[src/rtl/bus_bank_pkg.sv]
// Shared constants and helpers for the bus register bank: default sizing,
// pattern source reset value, pattern-source index rule and driver popcount.
package bus_bank_pkg;

  localparam int          DEF_WIDTH        = 16;
  localparam int          DEF_NUM_REGS     = 10;
  localparam int          DEF_CNT_W        = 8;
  localparam logic [15:0] DEF_PATTERN_INIT = 16'h5500;
  // Up to 32 registers plus the pattern source.
  localparam int          MAX_DRV          = 33;

  // The pattern source always sits one past the last register index.
  function automatic int src_ext(input int num_regs);
    return num_regs;
  endfunction

  function automatic logic [5:0] popcount(input logic [MAX_DRV-1:0] v);
    logic [5:0] n;
    n = '0;
    for (int i = 0; i < MAX_DRV; i++) n = n + {5'b0, v[i]};
    return n;
  endfunction

endpackage

[src/rtl/bus_source_mux.sv]
// Checked one-hot bus source mux: selects the sole active driver, otherwise
// drives zero and reports whether the bus is idle or contended.
module bus_source_mux
  import bus_bank_pkg::*;
#(
  parameter  int WIDTH    = DEF_WIDTH,
  parameter  int NUM_REGS = DEF_NUM_REGS,
  localparam int SRC_W    = $clog2(NUM_REGS + 1)
) (
  input  logic [NUM_REGS:0]               drv,
  input  logic [NUM_REGS-1:0][WIDTH-1:0]  regs,
  input  logic [WIDTH-1:0]                pattern,
  output logic [WIDTH-1:0]                bus_out,
  output logic                            bus_valid,
  output logic [SRC_W-1:0]                src,
  output logic                            multi
);

  logic [5:0]       n;
  logic [WIDTH-1:0] sel;

  // OR of masked sources; only trusted when exactly one driver is active.
  always_comb begin
    n   = popcount(MAX_DRV'(drv));
    sel = drv[NUM_REGS] ? pattern : '0;
    src = drv[NUM_REGS] ? SRC_W'(src_ext(NUM_REGS)) : '0;
    for (int i = 0; i < NUM_REGS; i++) begin
      if (drv[i]) begin
        sel = sel | regs[i];
        src = SRC_W'(i);
      end
    end
    bus_valid = (n == 6'd1);
    multi     = (n > 6'd1);
    bus_out   = bus_valid ? sel : '0;
  end

endmodule

[src/rtl/bus_register_bank.sv]
// Register bank on a shared internal bus with pattern source, contention flag
// and transfer counter. Define BUS_REGISTER_BANK_SNOOP_EN for last_bus/last_src.
module bus_register_bank
  import bus_bank_pkg::*;
#(
  parameter  int               WIDTH        = DEF_WIDTH,
  parameter  int               NUM_REGS     = DEF_NUM_REGS,
  parameter  logic [WIDTH-1:0] PATTERN_INIT = WIDTH'(DEF_PATTERN_INIT),
  parameter  int               CNT_W        = DEF_CNT_W,
  localparam int               SRC_W        = $clog2(NUM_REGS + 1)
) (
  input  logic                      clk,
  input  logic                      reset,
  input  logic                      step,
  input  logic                      ext_drive,
  input  logic [NUM_REGS-1:0]       enable,
  input  logic [NUM_REGS-1:0]       latch,
  output logic [WIDTH-1:0]          bus_out,
  output logic [NUM_REGS*WIDTH-1:0] reg_out,
  output logic                      bus_valid,
  output logic                      contention,
  output logic [CNT_W-1:0]          xfer_count
`ifdef BUS_REGISTER_BANK_SNOOP_EN
  ,
  output logic [WIDTH-1:0]          last_bus,
  output logic [SRC_W-1:0]          last_src
`endif
);

  logic [NUM_REGS-1:0][WIDTH-1:0] regs;
  logic [WIDTH-1:0]               pattern;
  logic [SRC_W-1:0]               src;
  logic                           multi;
  logic                           xfer;
  logic                           pat_sel;

  bus_source_mux #(.WIDTH(WIDTH), .NUM_REGS(NUM_REGS)) u_mux (
    .drv       ({ext_drive, enable}),
    .regs      (regs),
    .pattern   (pattern),
    .bus_out   (bus_out),
    .bus_valid (bus_valid),
    .src       (src),
    .multi     (multi)
  );

  assign xfer    = step & bus_valid & (|latch);
  assign pat_sel = bus_valid & (src == SRC_W'(src_ext(NUM_REGS)));
  assign reg_out = regs;

  always_ff @(posedge clk) begin
    if (!reset) begin
      regs       <= '0;
      pattern    <= PATTERN_INIT;
      contention <= 1'b0;
      xfer_count <= '0;
    end else if (step) begin
      // Broadcast capture; a self-transfer simply reloads the same value.
      for (int i = 0; i < NUM_REGS; i++)
        if (latch[i] && bus_valid) regs[i] <= bus_out;
      if (pat_sel) pattern <= pattern + WIDTH'(1);
      if (multi) contention <= 1'b1;
      if (xfer && xfer_count != '1) xfer_count <= xfer_count + CNT_W'(1);
    end
  end

`ifdef BUS_REGISTER_BANK_SNOOP_EN
  always_ff @(posedge clk) begin
    if (!reset) begin
      last_bus <= '0;
      last_src <= '0;
    end else if (xfer) begin
      last_bus <= bus_out;
      last_src <= src;
    end
  end
`endif

endmodule

[config.mk]
export PLATFORM = sky130hd
export DESIGN_NAME = bus_register_bank
export DESIGN_NICKNAME = d
export VERILOG_FILES = /design/src/rtl/bus_bank_pkg.sv /design/src/rtl/bus_source_mux.sv /design/src/rtl/bus_register_bank.sv
export SDC_FILE = /design/constraint.sdc
export NUM_CORES = 1
export LEC_CHECK = 0
export ABC_AREA = 0
export BUFFER_PORTS_ARGS = -buffer_cell sky130_fd_sc_hd__buf_2
export CAP_MARGIN = 20
export CORE_UTILIZATION = 50
export CTS_CLUSTER_SIZE = 24
export DETAILED_ROUTE_END_ITERATION = 12
export PLACE_DENSITY = 0.84
export SYNTH_ARGS = -nofsm -noshare
export SYNTH_HDL_FRONTEND = slang
export SYNTH_SLANG_ARGS = --single-unit
[constraint.sdc]
create_clock -name clk -period 6.75 [get_ports clk]
set_input_delay 1.0125 -clock clk [delete_from_list [all_inputs] [get_ports clk]]
set_output_delay 1.0125 -clock clk [all_outputs]
set_load 0.02 [all_outputs]
==> metrics.md <==
| Metric | Value |
|---|---|
| Critical path startpoint category | input port |
| Leakage | 5.20 nW |
| Post-Syn Area per Cell | 9.42 um2 |
| DP Area | 9380 um2 |
| Yosys reg bits | 185 |
| Largest net degree at the start of global routing | 100 |
| CTS Buf Count | 17 |
| Area of the multi-input gates | 4190 um2 |
| Post-CTS Resized | 0 |
| Initial DRT Pass Iterations | 6 |
| # IOs | 210 |
| Critical Path End Type | output pin |
| First-pass GRT wire length | 40.3 mm |
| Vias | 7,675 |
| DP HPWL | 18.6 mm |
| Status | finished, final reports clean |
| TNS Setup | 0 ps |
| Relative slew slack | 0.326 |
| Period utilization | 0.906 |
| RSZ-0062 raised after global routing | false |
| # diodes | 0 |
| Synth Cell Area | 8330 um2 |
| Num rows | 46 |
| Area Growth Syn to Fin | 19.7% |
| Routed WL | 27.2 mm |
| Max Slew Vio Count | 0 |
| Critical path peak fanout | 21 |
| DR vias/cell | 6.01 |
| Area of the core | 16,100 um2 |
| Port Buffer Count | 209 |
| Ys flop type | dfxtp_1 |
| CTS H-tree lvls | 4 |
| Mapped Cells | 884 |
| Post-DR wirelength/cell | 21.3 um |
| Dominant cell type by area after synthesis | dfxtp_1 |
| Hold Violations, Final | 0 |
| Gr usage total | 0.320 |
| Top post-synthesis cells by area | dfxtp_1 (44%), mux2i_1 (20%), nand2_1 (8.5%) |
| Clk pin slew, worst setup/hold paths | 70 ps |
| Pwr Density | 254 nW/um2 |
| Async SR Flop Fraction | 0 |
| Design area | 9970 um2 |
| Clk buf depth | 2 |
| Clock Latency Late Sink | 440 ps |
| WP buf/inv | 5 |
| Root Buffer | clkbuf_16 |
| Slew of the pin with the lowest slew margin | 1010 ps |
| Clock sinks | 185 |
| Syn Nets | 921 |
| Synth cell types | 42 |
| Sequential Area | 3700 um2 |
| Worst R2R Setup Slack | 4600 ps |
| CTS tree | built |
| Post-synth EDFFs | 0 |
| DR DRC count | 0 |
| Crit path DAT | 5100 ps |
| Min cycle time layout | 6110 ps |
| Setup Skew | 8.57 ps |
| Worst path slowest cell | fa_1 |
| End of the worst register-to-register path | reg_out[152] |
| Endpoints failing setup | 0 |
| Die height | 131 um |
| Hold path endpoint | reg_out[145] |
| Syn. warnings | 0 |
| Critical path's most frequent cell | fa_1 |
| DR iter-0 viols | 718 |
| Grt ovf | 0 |
| # Post-CTS Setup Buffers | 0 |
| Hold Path Class | reg -> reg |
| Layout cells sized above 1 | 0.243 |
| CP peak stage delay | 490 ps |
| Max Freq | 0.164 GHz |
| Sequential share of the synthesized area | 0.445 |
| Crit path kind | in -> out |
| Initial antenna violation count | 0 |
| Hold_sp | reg_out[145] |
| Reg2reg path depth | 5 |
| Max Cap Viol | 0 |
| Hold Path Depth | 2 |
| WP data required | 5740 ps |
| Area fraction of the dominant cell type after synthesis | 0.445 |
| RePlAce Congestion | 0.918 |
| Die X | 131 um |
| CP Cell Sequence | buf_2 -> ha_1 -> inv_1 -> fa_1 -> fa_1 -> fa_1 -> inv_1 -> ha_1 -> fa_1 -> and3b_1 -> a21o_2 -> nand3_1 -> buf_4 -> a21oi_1 -> buf_2 |
| Worst r2r src | reg_out[72] |
| Crit-path leading delay family | adder cells |
| Hold buffer count at cts | 0 |
| DIE AREA | 17,200 um2 |
| Starting Density | 0.519 |
| # fillers | 1,369 |
| Remaining antenna violation count | 0 |
| Vias in the first global route | 7,138 |
| Nets | 1,085 |
| Peak supply drop | 0.176 mV |
[worst min-delay path: stages, from the launching register on]
cell	delay, ps
dfxtp_1	320
nand2_1	50
mux2i_1	50
[flip-flops by register name, indices dropped and copies added (netlist names)]
| name | cells |
|---|---|
| xfer_count | 8 |
| contention | 1 |
| pattern | 16 |
| reg_out | 160 |
[how the worst max path moves through the flow]
stage               cells past startpoint      start  slack, ps    endpoint
global placement                       15  enable[1]        830  bus_out[3]
finish                                 15  enable[1]        640  bus_out[3]
detailed placement                     15  enable[1]        700  bus_out[3]
CTS                                    15  enable[1]        670  bus_out[3]
floorplan                              15  ext_drive        840  bus_out[0]
global route                           15  enable[1]        470  bus_out[3]
[synth_stat cells (all sizes together) (5+ instances only)]
master,count
nand3,17
nand4,6
a22oi,16
nor4,7
buf,27
or3,8
mux2i,163
nor2,29
fa,6
or4,5
a222oi,16
inv,22
nand2b,14
and3,15
a21oi,17
a22o,24
a221oi,24
ha,7
nand2,189
clkbuf,48
dfxtp,185
o21ai,12
[through the flow]
| step | setup WS [ps] | hold WS [ps] | utilization | cells | total power, mW |
|---|---|---|---|---|---|
| 6_report | 636 | 474 | 0.621 | 1277 | 2.53 |
| 5_1_grt | 470 | 494 | 0.621 | 1277 | 2.60 |
| 4_1_cts | 674 | 476 | 0.621 | 1277 | 2.53 |
| 3_5_place_dp | 698 | 466 | 0.584 | 1245 | 1.53 |
| 3_3_place_gp | 827 | 457 | 0.584 | 1245 | 1.52 |
| 2_1_floorplan | 840 | 443 | - | 884 | 1.42 |
[layout by cell type, fill, tap and decap left out, drive strengths merged, types with 17 or more instances in the layout]
| master | n |
|---|---|
| mux2i | 163 |
| buf | 220 |
| a21oi | 17 |
| nand3 | 17 |
| nor2 | 29 |
| a22o | 24 |
| nand2 | 189 |
| a221oi | 24 |
| inv | 26 |
| clkbuf | 18 |
| dfxtp | 185 |
[kinds of logic (layout without fill, tap and decap cells)]
family,after synthesis,after routing,synth area share
DFF,185,185,0.445
AOI/OAI and AO/OA,119,119,0.111
muxes,163,163,0.196
and+or+nand+nor,302,302,0.165
adders and majority gates,13,13,0.0249
buffers and inverters,97,274,0.0524
xor gates and xnor gates,5,5,0.00526
[report_power, final]
| group | internal [mW] | switching, mW | total, mW |
|---|---|---|---|
| clock | 0.556 | 0.464 | 1.02 |
| combinational | 0.127 | 0.267 | 0.394 |
| sequential | 1.11 | 0.0140 | 1.12 |
[per-layer routing]
layer / GRT usage / share of wire / vias up
li1: - / - / 3460
met1: 0.393 / 0.39 / 3661
met2: 0.518 / 0.46 / 467
met3: 0.0662 / 0.098 / 87
met4: 0.197 / 0.053 / 0
met5: 0 / 0 / -
[area by class of cell]
cell class                 count  share of cell area
sequential                   185               0.371
inverter                      22             0.00828
clock inverter                14              0.0168
timing repair buffer         220               0.113
multi-input combinational    602               0.420
clock buffer                  18              0.0430
tap                          216              0.0271
No activity file was read; power rests on OpenSTA's default activity.
